--- config.mk ---
export PLATFORM = sky130hd
export DESIGN_NAME = conv_accum_relu_flat
export DESIGN_NICKNAME = d
export VERILOG_FILES = /design/src/rtl/conv_accum_relu_if.sv /design/src/rtl/conv_accum_relu.sv /design/src/flat_wrapper.sv
export SDC_FILE = /design/constraint.sdc
export NUM_CORES = 2
export LEC_CHECK = 0
export CORE_ASPECT_RATIO = 0.8
export CORE_MARGIN = 4
export CORE_UTILIZATION = 53
export CTS_CLUSTER_DIAMETER = 40
export DETAILED_ROUTE_END_ITERATION = 12
export GPL_ROUTABILITY_DRIVEN = 0
export PLACE_DENSITY = 0.75
export SETUP_SLACK_MARGIN = 0.15
export SLEW_MARGIN = 20
export SYNTH_ARGS = -nofsm -noshare
export SYNTH_HDL_FRONTEND = slang
export SYNTH_SLANG_ARGS = --single-unit
--- constraint.sdc ---
create_clock -name clk -period 34 [get_ports clk]
set_input_delay 6.8 -clock clk [delete_from_list [all_inputs] [get_ports clk]]
set_output_delay 6.8 -clock clk [all_outputs]
set_load 0.1 [all_outputs]
--- src/rtl/conv_accum_relu_if.sv ---
`timescale 1ns/1ps
// Beat-in / pixel-out bundle between the 3x3 PE product stage and conv_accum_relu.
interface conv_accum_relu_if #(
    parameter int PROD_W = 32,
    parameter int OUT_W  = 32
);
    logic                     clear;
    logic                     in_valid;
    logic signed [PROD_W-1:0] prod_00, prod_01, prod_02;
    logic signed [PROD_W-1:0] prod_10, prod_11, prod_12;
    logic signed [PROD_W-1:0] prod_20, prod_21, prod_22;
    logic signed [OUT_W-1:0]  bias;
    logic                     relu_en;
    logic                     out_valid;
    logic signed [OUT_W-1:0]  out_data;
    logic                     sat_flag;
    logic                     busy;

    modport master (
        output clear, in_valid,
        output prod_00, prod_01, prod_02, prod_10, prod_11, prod_12, prod_20, prod_21, prod_22,
        output bias, relu_en,
        input  out_valid, out_data, sat_flag, busy
    );

    modport slave (
        input  clear, in_valid,
        input  prod_00, prod_01, prod_02, prod_10, prod_11, prod_12, prod_20, prod_21, prod_22,
        input  bias, relu_en,
        output out_valid, out_data, sat_flag, busy
    );
endinterface

--- src/rtl/conv_accum_relu.sv ---
`timescale 1ns/1ps
// Reduces nine PE products per beat, accumulates NUM_CH beats per pixel, adds bias,
// saturates to OUT_W and optionally applies ReLU. Four cycles from last beat to out_valid.
module conv_accum_relu #(
    parameter int NUM_CH = 64,
    parameter int PROD_W = 32,
    parameter int ACC_W  = 48,
    parameter int OUT_W  = 32
) (
    input logic              clk,
    input logic              rst,
    conv_accum_relu_if.slave bus
);
    localparam int CW = (NUM_CH > 1) ? $clog2(NUM_CH) : 1;
    localparam int RW = PROD_W + 2;
    localparam int TW = PROD_W + 4;
    localparam int SW = ACC_W + 1;
    localparam logic signed [SW-1:0] MAX_POS = {{(SW-OUT_W+1){1'b0}}, {(OUT_W-1){1'b1}}};
    localparam logic signed [SW-1:0] MIN_NEG = ~MAX_POS;

    logic [CW-1:0]           ch_cnt;
    logic                    beat, is_first, is_last;
    logic signed [OUT_W-1:0] bias_win, cur_bias;
    logic                    relu_win, cur_relu;

    logic                     p0_v, p0_first, p0_last, p0_relu;
    logic signed [OUT_W-1:0]  p0_bias;
    logic signed [PROD_W-1:0] p0_prod [9];

    logic                    s1_v, s1_first, s1_last, s1_relu;
    logic signed [OUT_W-1:0] s1_bias;
    logic signed [RW-1:0]    s1_r0, s1_r1, s1_r2;

    logic                    s2_v, s2_first, s2_last, s2_relu;
    logic signed [OUT_W-1:0] s2_bias;
    logic signed [TW-1:0]    s2_t;

    logic                    s3_v, s3_last, s3_relu;
    logic signed [OUT_W-1:0] s3_bias;
    logic signed [ACC_W-1:0] acc;

    logic signed [SW-1:0]    s4_sum;
    logic signed [OUT_W-1:0] s4_res;
    logic                    s4_sat;

    logic                    out_valid_q, sat_q;
    logic signed [OUT_W-1:0] out_data_q;

    assign beat     = bus.in_valid && !bus.clear;
    assign is_first = (ch_cnt == '0);
    assign is_last  = (ch_cnt == CW'(NUM_CH - 1));
    // The first beat supplies its own bias/relu directly, so the window copy is never stale.
    assign cur_bias = is_first ? bus.bias : bias_win;
    assign cur_relu = is_first ? bus.relu_en : relu_win;

    always_comb begin
        s4_sum = SW'(acc) + SW'(s3_bias);
        s4_res = s4_sum[OUT_W-1:0];
        s4_sat = 1'b0;
        if (s4_sum > MAX_POS) begin
            s4_res = {1'b0, {(OUT_W-1){1'b1}}};
            s4_sat = 1'b1;
        end else if (s4_sum < MIN_NEG) begin
            s4_res = {1'b1, {(OUT_W-1){1'b0}}};
            s4_sat = 1'b1;
        end
        if (s3_relu && s4_res[OUT_W-1]) begin
            s4_res = '0;
        end
    end

    always_ff @(posedge clk or posedge rst) begin
        if (rst) begin
            ch_cnt      <= '0;
            bias_win    <= '0;
            relu_win    <= 1'b0;
            p0_v        <= 1'b0;
            p0_first    <= 1'b0;
            p0_last     <= 1'b0;
            p0_relu     <= 1'b0;
            p0_bias     <= '0;
            p0_prod     <= '{default: '0};
            s1_v        <= 1'b0;
            s1_first    <= 1'b0;
            s1_last     <= 1'b0;
            s1_relu     <= 1'b0;
            s1_bias     <= '0;
            s1_r0       <= '0;
            s1_r1       <= '0;
            s1_r2       <= '0;
            s2_v        <= 1'b0;
            s2_first    <= 1'b0;
            s2_last     <= 1'b0;
            s2_relu     <= 1'b0;
            s2_bias     <= '0;
            s2_t        <= '0;
            s3_v        <= 1'b0;
            s3_last     <= 1'b0;
            s3_relu     <= 1'b0;
            s3_bias     <= '0;
            acc         <= '0;
            out_valid_q <= 1'b0;
            out_data_q  <= '0;
            sat_q       <= 1'b0;
        end else begin
            if (bus.clear) begin
                ch_cnt <= '0;
            end else if (bus.in_valid) begin
                ch_cnt <= is_last ? '0 : ch_cnt + CW'(1);
            end
            if (beat && is_first) begin
                bias_win <= bus.bias;
                relu_win <= bus.relu_en;
            end

            p0_v       <= beat;
            p0_first   <= is_first;
            p0_last    <= is_last;
            p0_relu    <= cur_relu;
            p0_bias    <= cur_bias;
            p0_prod[0] <= bus.prod_00;
            p0_prod[1] <= bus.prod_01;
            p0_prod[2] <= bus.prod_02;
            p0_prod[3] <= bus.prod_10;
            p0_prod[4] <= bus.prod_11;
            p0_prod[5] <= bus.prod_12;
            p0_prod[6] <= bus.prod_20;
            p0_prod[7] <= bus.prod_21;
            p0_prod[8] <= bus.prod_22;

            s1_v     <= p0_v && !bus.clear;
            s1_first <= p0_first;
            s1_last  <= p0_last;
            s1_relu  <= p0_relu;
            s1_bias  <= p0_bias;
            s1_r0    <= RW'(p0_prod[0]) + RW'(p0_prod[1]) + RW'(p0_prod[2]);
            s1_r1    <= RW'(p0_prod[3]) + RW'(p0_prod[4]) + RW'(p0_prod[5]);
            s1_r2    <= RW'(p0_prod[6]) + RW'(p0_prod[7]) + RW'(p0_prod[8]);

            s2_v     <= s1_v && !bus.clear;
            s2_first <= s1_first;
            s2_last  <= s1_last;
            s2_relu  <= s1_relu;
            s2_bias  <= s1_bias;
            s2_t     <= TW'(s1_r0) + TW'(s1_r1) + TW'(s1_r2);

            s3_v    <= s2_v && !bus.clear;
            s3_last <= s2_last;
            s3_relu <= s2_relu;
            s3_bias <= s2_bias;
            if (bus.clear) begin
                acc <= '0;
            end else if (s2_v) begin
                acc <= (s2_first ? '0 : acc) + ACC_W'(s2_t);
            end

            // A result already leaving S3 is presented even if clear arrives on this edge.
            out_valid_q <= s3_v && s3_last;
            if (s3_v && s3_last) begin
                out_data_q <= s4_res;
                sat_q      <= s4_sat;
            end
        end
    end

    assign bus.out_valid = out_valid_q;
    assign bus.out_data  = out_data_q;
    assign bus.sat_flag  = sat_q;
    assign bus.busy      = (ch_cnt != '0) || p0_v || s1_v || s2_v || s3_v;
endmodule

--- src/flat_wrapper.sv ---
// flat-port wrapper written by rule: the top's interface ports become plain ports
module conv_accum_relu_flat 
#(
    parameter int NUM_CH = 64,
    parameter int PROD_W = 32,
    parameter int ACC_W  = 48,
    parameter int OUT_W  = 32
)
  (clk, rst, bus_clear, bus_in_valid, bus_prod_00, bus_prod_01, bus_prod_02, bus_prod_10, bus_prod_11, bus_prod_12, bus_prod_20, bus_prod_21, bus_prod_22, bus_bias, bus_relu_en, bus_out_valid, bus_out_data, bus_sat_flag, bus_busy);
  conv_accum_relu_if #(.PROD_W(PROD_W), .OUT_W(OUT_W)) bus_i ();
  input logic clk;
  input logic rst;
  input wire logic [$bits(bus_i.clear)-1:0] bus_clear;
  input wire logic [$bits(bus_i.in_valid)-1:0] bus_in_valid;
  input wire logic [$bits(bus_i.prod_00)-1:0] bus_prod_00;
  input wire logic [$bits(bus_i.prod_01)-1:0] bus_prod_01;
  input wire logic [$bits(bus_i.prod_02)-1:0] bus_prod_02;
  input wire logic [$bits(bus_i.prod_10)-1:0] bus_prod_10;
  input wire logic [$bits(bus_i.prod_11)-1:0] bus_prod_11;
  input wire logic [$bits(bus_i.prod_12)-1:0] bus_prod_12;
  input wire logic [$bits(bus_i.prod_20)-1:0] bus_prod_20;
  input wire logic [$bits(bus_i.prod_21)-1:0] bus_prod_21;
  input wire logic [$bits(bus_i.prod_22)-1:0] bus_prod_22;
  input wire logic [$bits(bus_i.bias)-1:0] bus_bias;
  input wire logic [$bits(bus_i.relu_en)-1:0] bus_relu_en;
  output wire logic [$bits(bus_i.out_valid)-1:0] bus_out_valid;
  output wire logic [$bits(bus_i.out_data)-1:0] bus_out_data;
  output wire logic [$bits(bus_i.sat_flag)-1:0] bus_sat_flag;
  output wire logic [$bits(bus_i.busy)-1:0] bus_busy;
  assign bus_i.clear = bus_clear;
  assign bus_i.in_valid = bus_in_valid;
  assign bus_i.prod_00 = bus_prod_00;
  assign bus_i.prod_01 = bus_prod_01;
  assign bus_i.prod_02 = bus_prod_02;
  assign bus_i.prod_10 = bus_prod_10;
  assign bus_i.prod_11 = bus_prod_11;
  assign bus_i.prod_12 = bus_prod_12;
  assign bus_i.prod_20 = bus_prod_20;
  assign bus_i.prod_21 = bus_prod_21;
  assign bus_i.prod_22 = bus_prod_22;
  assign bus_i.bias = bus_bias;
  assign bus_i.relu_en = bus_relu_en;
  assign bus_out_valid = bus_i.out_valid;
  assign bus_out_data = bus_i.out_data;
  assign bus_sat_flag = bus_i.sat_flag;
  assign bus_busy = bus_i.busy;
  conv_accum_relu #(.NUM_CH(NUM_CH), .PROD_W(PROD_W), .ACC_W(ACC_W), .OUT_W(OUT_W)) u_core (.clk(clk), .rst(rst), .bus(bus_i));
endmodule
# After elaboration in Yosys (flattened, before gate mapping)
# Cells that the tools add are included.
[totals] reg_bits=690 ramBits=0 latchBits=0 in_bits=325 memories=0 wordCells=82 mem_bits_ro=0 output_inout_bits=35
[classes] multipliers=0 order_cmp=2 reduce_logical=16 n_addsub=11 bitwise_logic=0 n_div=0 n_shift=0 n_mux=13 n_eq_ne=1
[op_table] cell="two-way mux 48 bit" count=3
[op_table] cell="two-way mux 32 bit" count=4
[op_table] cell="adder 33 x 32 -> 34 bit" count=3
[op_table] cell="adder 32 x 32 -> 33 bit" count=3
[op_table] cell="adder 48 x 32 -> 49 bit" count=1
[op_table] cell="greater-than comparator 49 x 32 -> 1 bit (second input constant)" count=1
[op_table] cell="less-than comparator 49 x 32 -> 1 bit (second input constant)" count=1
[op_table] cell="adder 48 bit" count=1
[op_table] cell="adder 35 x 34 -> 36 bit" count=1
[op_table] cell="adder 34 x 34 -> 35 bit" count=1
[op_table] cell="two-way mux 6 bit" count=3
[op_table] cell="logical AND 1 bit" count=7
[op_table] cell="adder 6 x 1 -> 6 bit (second input constant)" count=1
[op_table] cell="equality test 6 bit (second input constant)" count=1
[op_table] cell="zero test 6 bit" count=1
[op_table] cell="nonzero test 6 bit" count=1
[op_table] cell="logical OR 1 bit" count=4
[op_table] cell="nonzero test 2 bit" count=2
[op_table] cell="two-way mux 1 bit" count=3
[op_table] cell="zero test 1 bit" count=1

# Logic depth before layout (Yosys ltp)
[logic_depth] word_depth=6 depth_mapped=18 depth_no_buf=18

# Worst setup path before layout
# OpenSTA, ideal clock, no wires.
[synth_timing] kind="reg2out" start="register u_core.ch_cnt[0]" end="output port bus_busy" setup_slack_ns=24.774 path_stages_with_launch=7 t_arrival_ns=2.426 required_ns=27.200 path_buffers=1 path_cell_list="dfrtp_1 inv_1 ha_1 nand2b_1 nor4_1 clkbuf_1 nand2_1"
[synth_via] elab_chain_cells=5
[synth_lines] item="start, declared" line="conv_accum_relu.sv:21" rtl="logic [CW-1:0] ch_cnt;"
[synth_lines] item="start signal, assigned" line="conv_accum_relu.sv:109" rtl="ch_cnt <= is_last ? '0 : ch_cnt + CW'(1);"
[synth_lines] item="nonzero test 6 bit" line="conv_accum_relu.sv:169" rtl="assign bus.busy = (ch_cnt != '0) || p0_v || s1_v || s2_v || s3_v;"
[synth_lines] item="logical OR 1 bit (4 in series)" line="conv_accum_relu.sv:169"
[synth_lines] item="end, declared" line="flat_wrapper.sv:29" rtl="output wire logic [$bits(bus_i.busy)-1:0] bus_busy;"
# No other way between the ends.

# Final worst setup path
# Ends and elaborated chain as after synthesis.

==> metrics.md <==
| Metric | Value |
|---|---|
| Status | complete, no violations |
| Syn Std Cell Area | about 0.033 mm^2 |
| GRT Util Overall | 23.02% |
| Hold Path Cell Cnt | 0 |
| Worst-Margin Slew | 0.9917 ns |
| # rows | 82 |
| Final ANT Viol Nets | 0 |
| Switch Pwr | 1.142 mW |
| Worst rel slew slack | 33.68% |
| Slowest-stage cell, CP | clkdlybuf4s50_1 |
| Worst Hold Class | flip-flop to flip-flop |
| Crit start category | flip-flop |
| Reg power frac | 32.1% |
| Comb power frac | between 30% and 40% |
| Final HPWL DP | 56270 um |
| DR WL/cell | approximately 18 um |
| Worst skew pair latency | 0.64 ns |
| Slew Viols, Final | 0 |
| Post-synthesis async set-or-reset flop share | 100.0% |
| Clk buf depth | 3 |
| Number of antenna violations at the first check in global routing | 2 |
| Clk sinks | 690 |
| Top Family by Delay on Critical Path | buffers and inverters |
| First-pass DRT Iterations | 5 |
| PwrDens | between 70 and 80 mW/mm^2 |
| Main synth FF type | dfrtp_1 |
| Mean area per synthesized cell | 12.04 um^2 |
| Post-route DRC | 0 |
| Die Ht | 232.8 um |
| Synth area leaders | dfrtp_1 (52%), ha_1 (8.5%), fa_1 (8.1%) |
| Total Wirelength | 75820 um |
| Synthesized instance count | 2781 |
| Sequential cell area | between 0.015 and 0.02 mm^2 |
| Synth unique cells | 78 |
| Final setup viols | 0 |
| Sw Share | 34.87% |
| Clock power frac | 30.8% |
| Vias in the first global route | 24116 |
| IO buf count | 359 |
| Hold_buf cts | 0 |
| Area leader, netlist | dfrtp_1 |
| WP buf/inv | 3 |
| Largest net degree at the start of global routing | 120 |
| Pint | ~2.1 mW |
| VDD IR max | 0.06872 mV |
| Maximum clock rate | roughly 99 MHz |
| TritonCTS clock tree | done |
| Cell area after layout | between 0.04 and 0.05 mm^2 |
| Unrepaired setup endpoints after global routing | no |
| TNS Setup | 0 ns |
| Critical path peak fanout | 36 |
| WP depth | 7 |
| Critical Path End Type | primary output |
| Die W | 289 um |
| Number of buffers created by CTS | between 90 and 100 |
| Initial Util | 53.49% |
| Reg clk slew, reported paths | around 0.06 ns |
| Root Driver | clkbuf_16 |
| Initial DRC Count | 1478 |
| Layout area overhead | 23.61% |
| MaxCap Viol Count | 0 |
| Final period util | 29.60% |
| Area share of the largest cell type after synthesis | between 50 and 60% |
| Vias per cell | 5.510 |
| Share of the yosys chip area belonging to registers | about half |
| # fillers | 4510 |
| First-pass GRT wire length | 123600 um |
| Layout cells sized above 1 | under 10% |
| Placed Area | 0.03805 mm^2 |
| Post-synth EDFFs | 0 |
| Multi-input logic area | 0.01564 mm^2 |
| Data arrival, critical path | 3.26 ns |
| Post-Syn Nets | 3469 |
| Leakage | 18.57 nW |
| Tmin final | 10.06 ns |
| Post-CTS setup buffers | 0 |
| Critical Path RT | between 20 and 30 ns |
| Yosys warns | 0 |
| Post-CTS sizing | 0 |
| Reg2Reg Depth | 15 |
| Final nets | 3884 |
| Top Ports | 360 |
| Final hold vios | 0 |
| Synth Register Bits | 690 |
| Die area | 0.06728 mm^2 |
| Grt ovf | 0 |
| Routed via count | about 23000 |
| CP max stage delay | 1.00 ns |
| Core outline area | ~0.063 mm^2 |
| Skew final | 0.02502 ns |
| H-tree level count | 3 |
| WS Path Type | flip-flop to primary output |
| Cell-by-cell listing of the critical path | inv_1 -> ha_1 -> nand2b_1 -> nor4_2 -> buf_4 -> nand2_1 -> clkdlybuf4s50_1 |
==> synthesized netlist by cell type (10+ instances only) <==
cell type and instances:
a31oi_1 18, a21oi_1 227, o21ai_0 103, mux2i_1 39, fa_1 136, o31ai_1 10, a21o_1 91, o21a_1 27
nor2b_1 76, nor2_1 159, and3_1 24, o211ai_1 12, clkbuf_1 50, ha_1 227, nand2b_1 38, and2_1 25
inv_1 93, a211oi_1 16, dfrtp_1 690, nand4_1 15, nand3_1 44, xnor2_1 133, o21bai_1 22, nor3_1 32
o21ai_1 35, mux2_2 66, xor2_1 57, nand2_1 151
==> metal layers <==
metal | wire, um | track usage, % | share of wire (%) | vias up
li1 | - | - | - | 10639
met1 | 33090 | 31.11 | 44 | 11255
met2 | 36200 | 37.88 | 48 | 655
met3 | 4271 | 4.241 | 5.6 | 147
met4 | 2249 | 7.819 | 3.0 | 0
met5 | 0 | 0 | 0 | -
==> cells in the final DEF, fill, tap and decap left out, types with 76 or more instances in the layout <==
master	instances
inv_1	92
o21ai_0	103
fa_1	136
nor2_1	159
clkbuf_16	95
ha_1	227
dfrtp_1	689
nor2b_1	76
nand2_1	151
a21o_1	91
clkdlybuf4s50_1	358
a21oi_1	227
xnor2_1	133
==> power by group through the flow <==
stage / combinational [mW] / clock, mW / sequential, mW
global placement: 1.18 / 0 / 1.06
finish: 1.22 / 1.01 / 1.05
global route: 1.38 / 1.06 / 1.07
CTS: 1.23 / 1.03 / 1.05
detailed placement: 1.21 / 0 / 1.07
floorplan: 0.917 / 0 / 1.04
==> layout make-up <==
cell class | instances | area share, %
flip-flops and latches | 690 | 41.73
well taps | 840 | 2.540
inverters | 93 | 0.8617
clock buffers | 113 | 6.150
multi-input cells | 1939 | 37.80
repair buffers | 378 | 9.043
clock inverters | 64 | 1.868
diodes | 2 | 0.01209
==> through the flow <==
stage	hold slack (ns)	util (%)	setup slack, ns	std cells	total power, mW
2_1_floorplan	0.3312	-	7.853	2781	1.958
6_report	0.3431	66.12	23.94	4119	3.274
3_3_place_gp	0.3321	60.80	24.29	3940	2.241
4_1_cts	0.3465	66.10	23.89	4117	3.306
5_1_grt	0.3508	66.12	23.79	4119	3.509
3_5_place_dp	0.3347	60.80	24.12	3940	2.278
==> cell families (layout without fill, tap and decap cells) <==
family	count (synthesis)	after routing	share of synthesized area, %
AO/OA/AOI/OAI	655	655	12.30
XOR/XNOR	190	190	4.970
adder cells (fa/ha/maj)	363	363	16.62
buffers and inverters	152	648	1.775
flip-flops	690	690	51.57
multiplexers	105	105	3.386
other	0	2	0
AND/OR/NAND/NOR	626	626	9.377
==> sequential cells by signal (all words and copies together), names as in the netlist, 6 cells and up <==
register	cells
u_core.p0_prod	288
u_core.acc	48
u_core.s2_t	36
u_core.s1_r0	34
u_core.s1_r1	34
u_core.s1_r2	34
u_core.bias_win	32
u_core.bus.out_data	32
u_core.p0_bias	32
u_core.s1_bias	32
u_core.s2_bias	32
u_core.s3_bias	32
u_core.ch_cnt	6
==> final timing paths <==
| kind | start | endpoint | slack, ns |
|---|---|---|---|
| max | u_core.ch_cnt[0]$_DFFE_PP0P_ | bus_busy | 23.94 |
| min | u_core.s2_bias[6]$_DFF_PP0_ | u_core.s3_bias[6]$_DFF_PP0_ | 0.34 |
| max reg2reg | u_core.s2_first$_DFF_PP0_ | u_core.acc[47]$_DFFE_PP0P_ | 29.05 |
| min reg2reg | u_core.s2_bias[6]$_DFF_PP0_ | u_core.s3_bias[6]$_DFF_PP0_ | 0.34 |
| max in group asynchronous | rst | u_core.ch_cnt[2]$_DFFE_PP0P_ | 25.02 |
| min in group asynchronous | rst | u_core.p0_prod[126]$_DFF_PP0_ | 6.69 |
(Power assumes the default switching activity.)
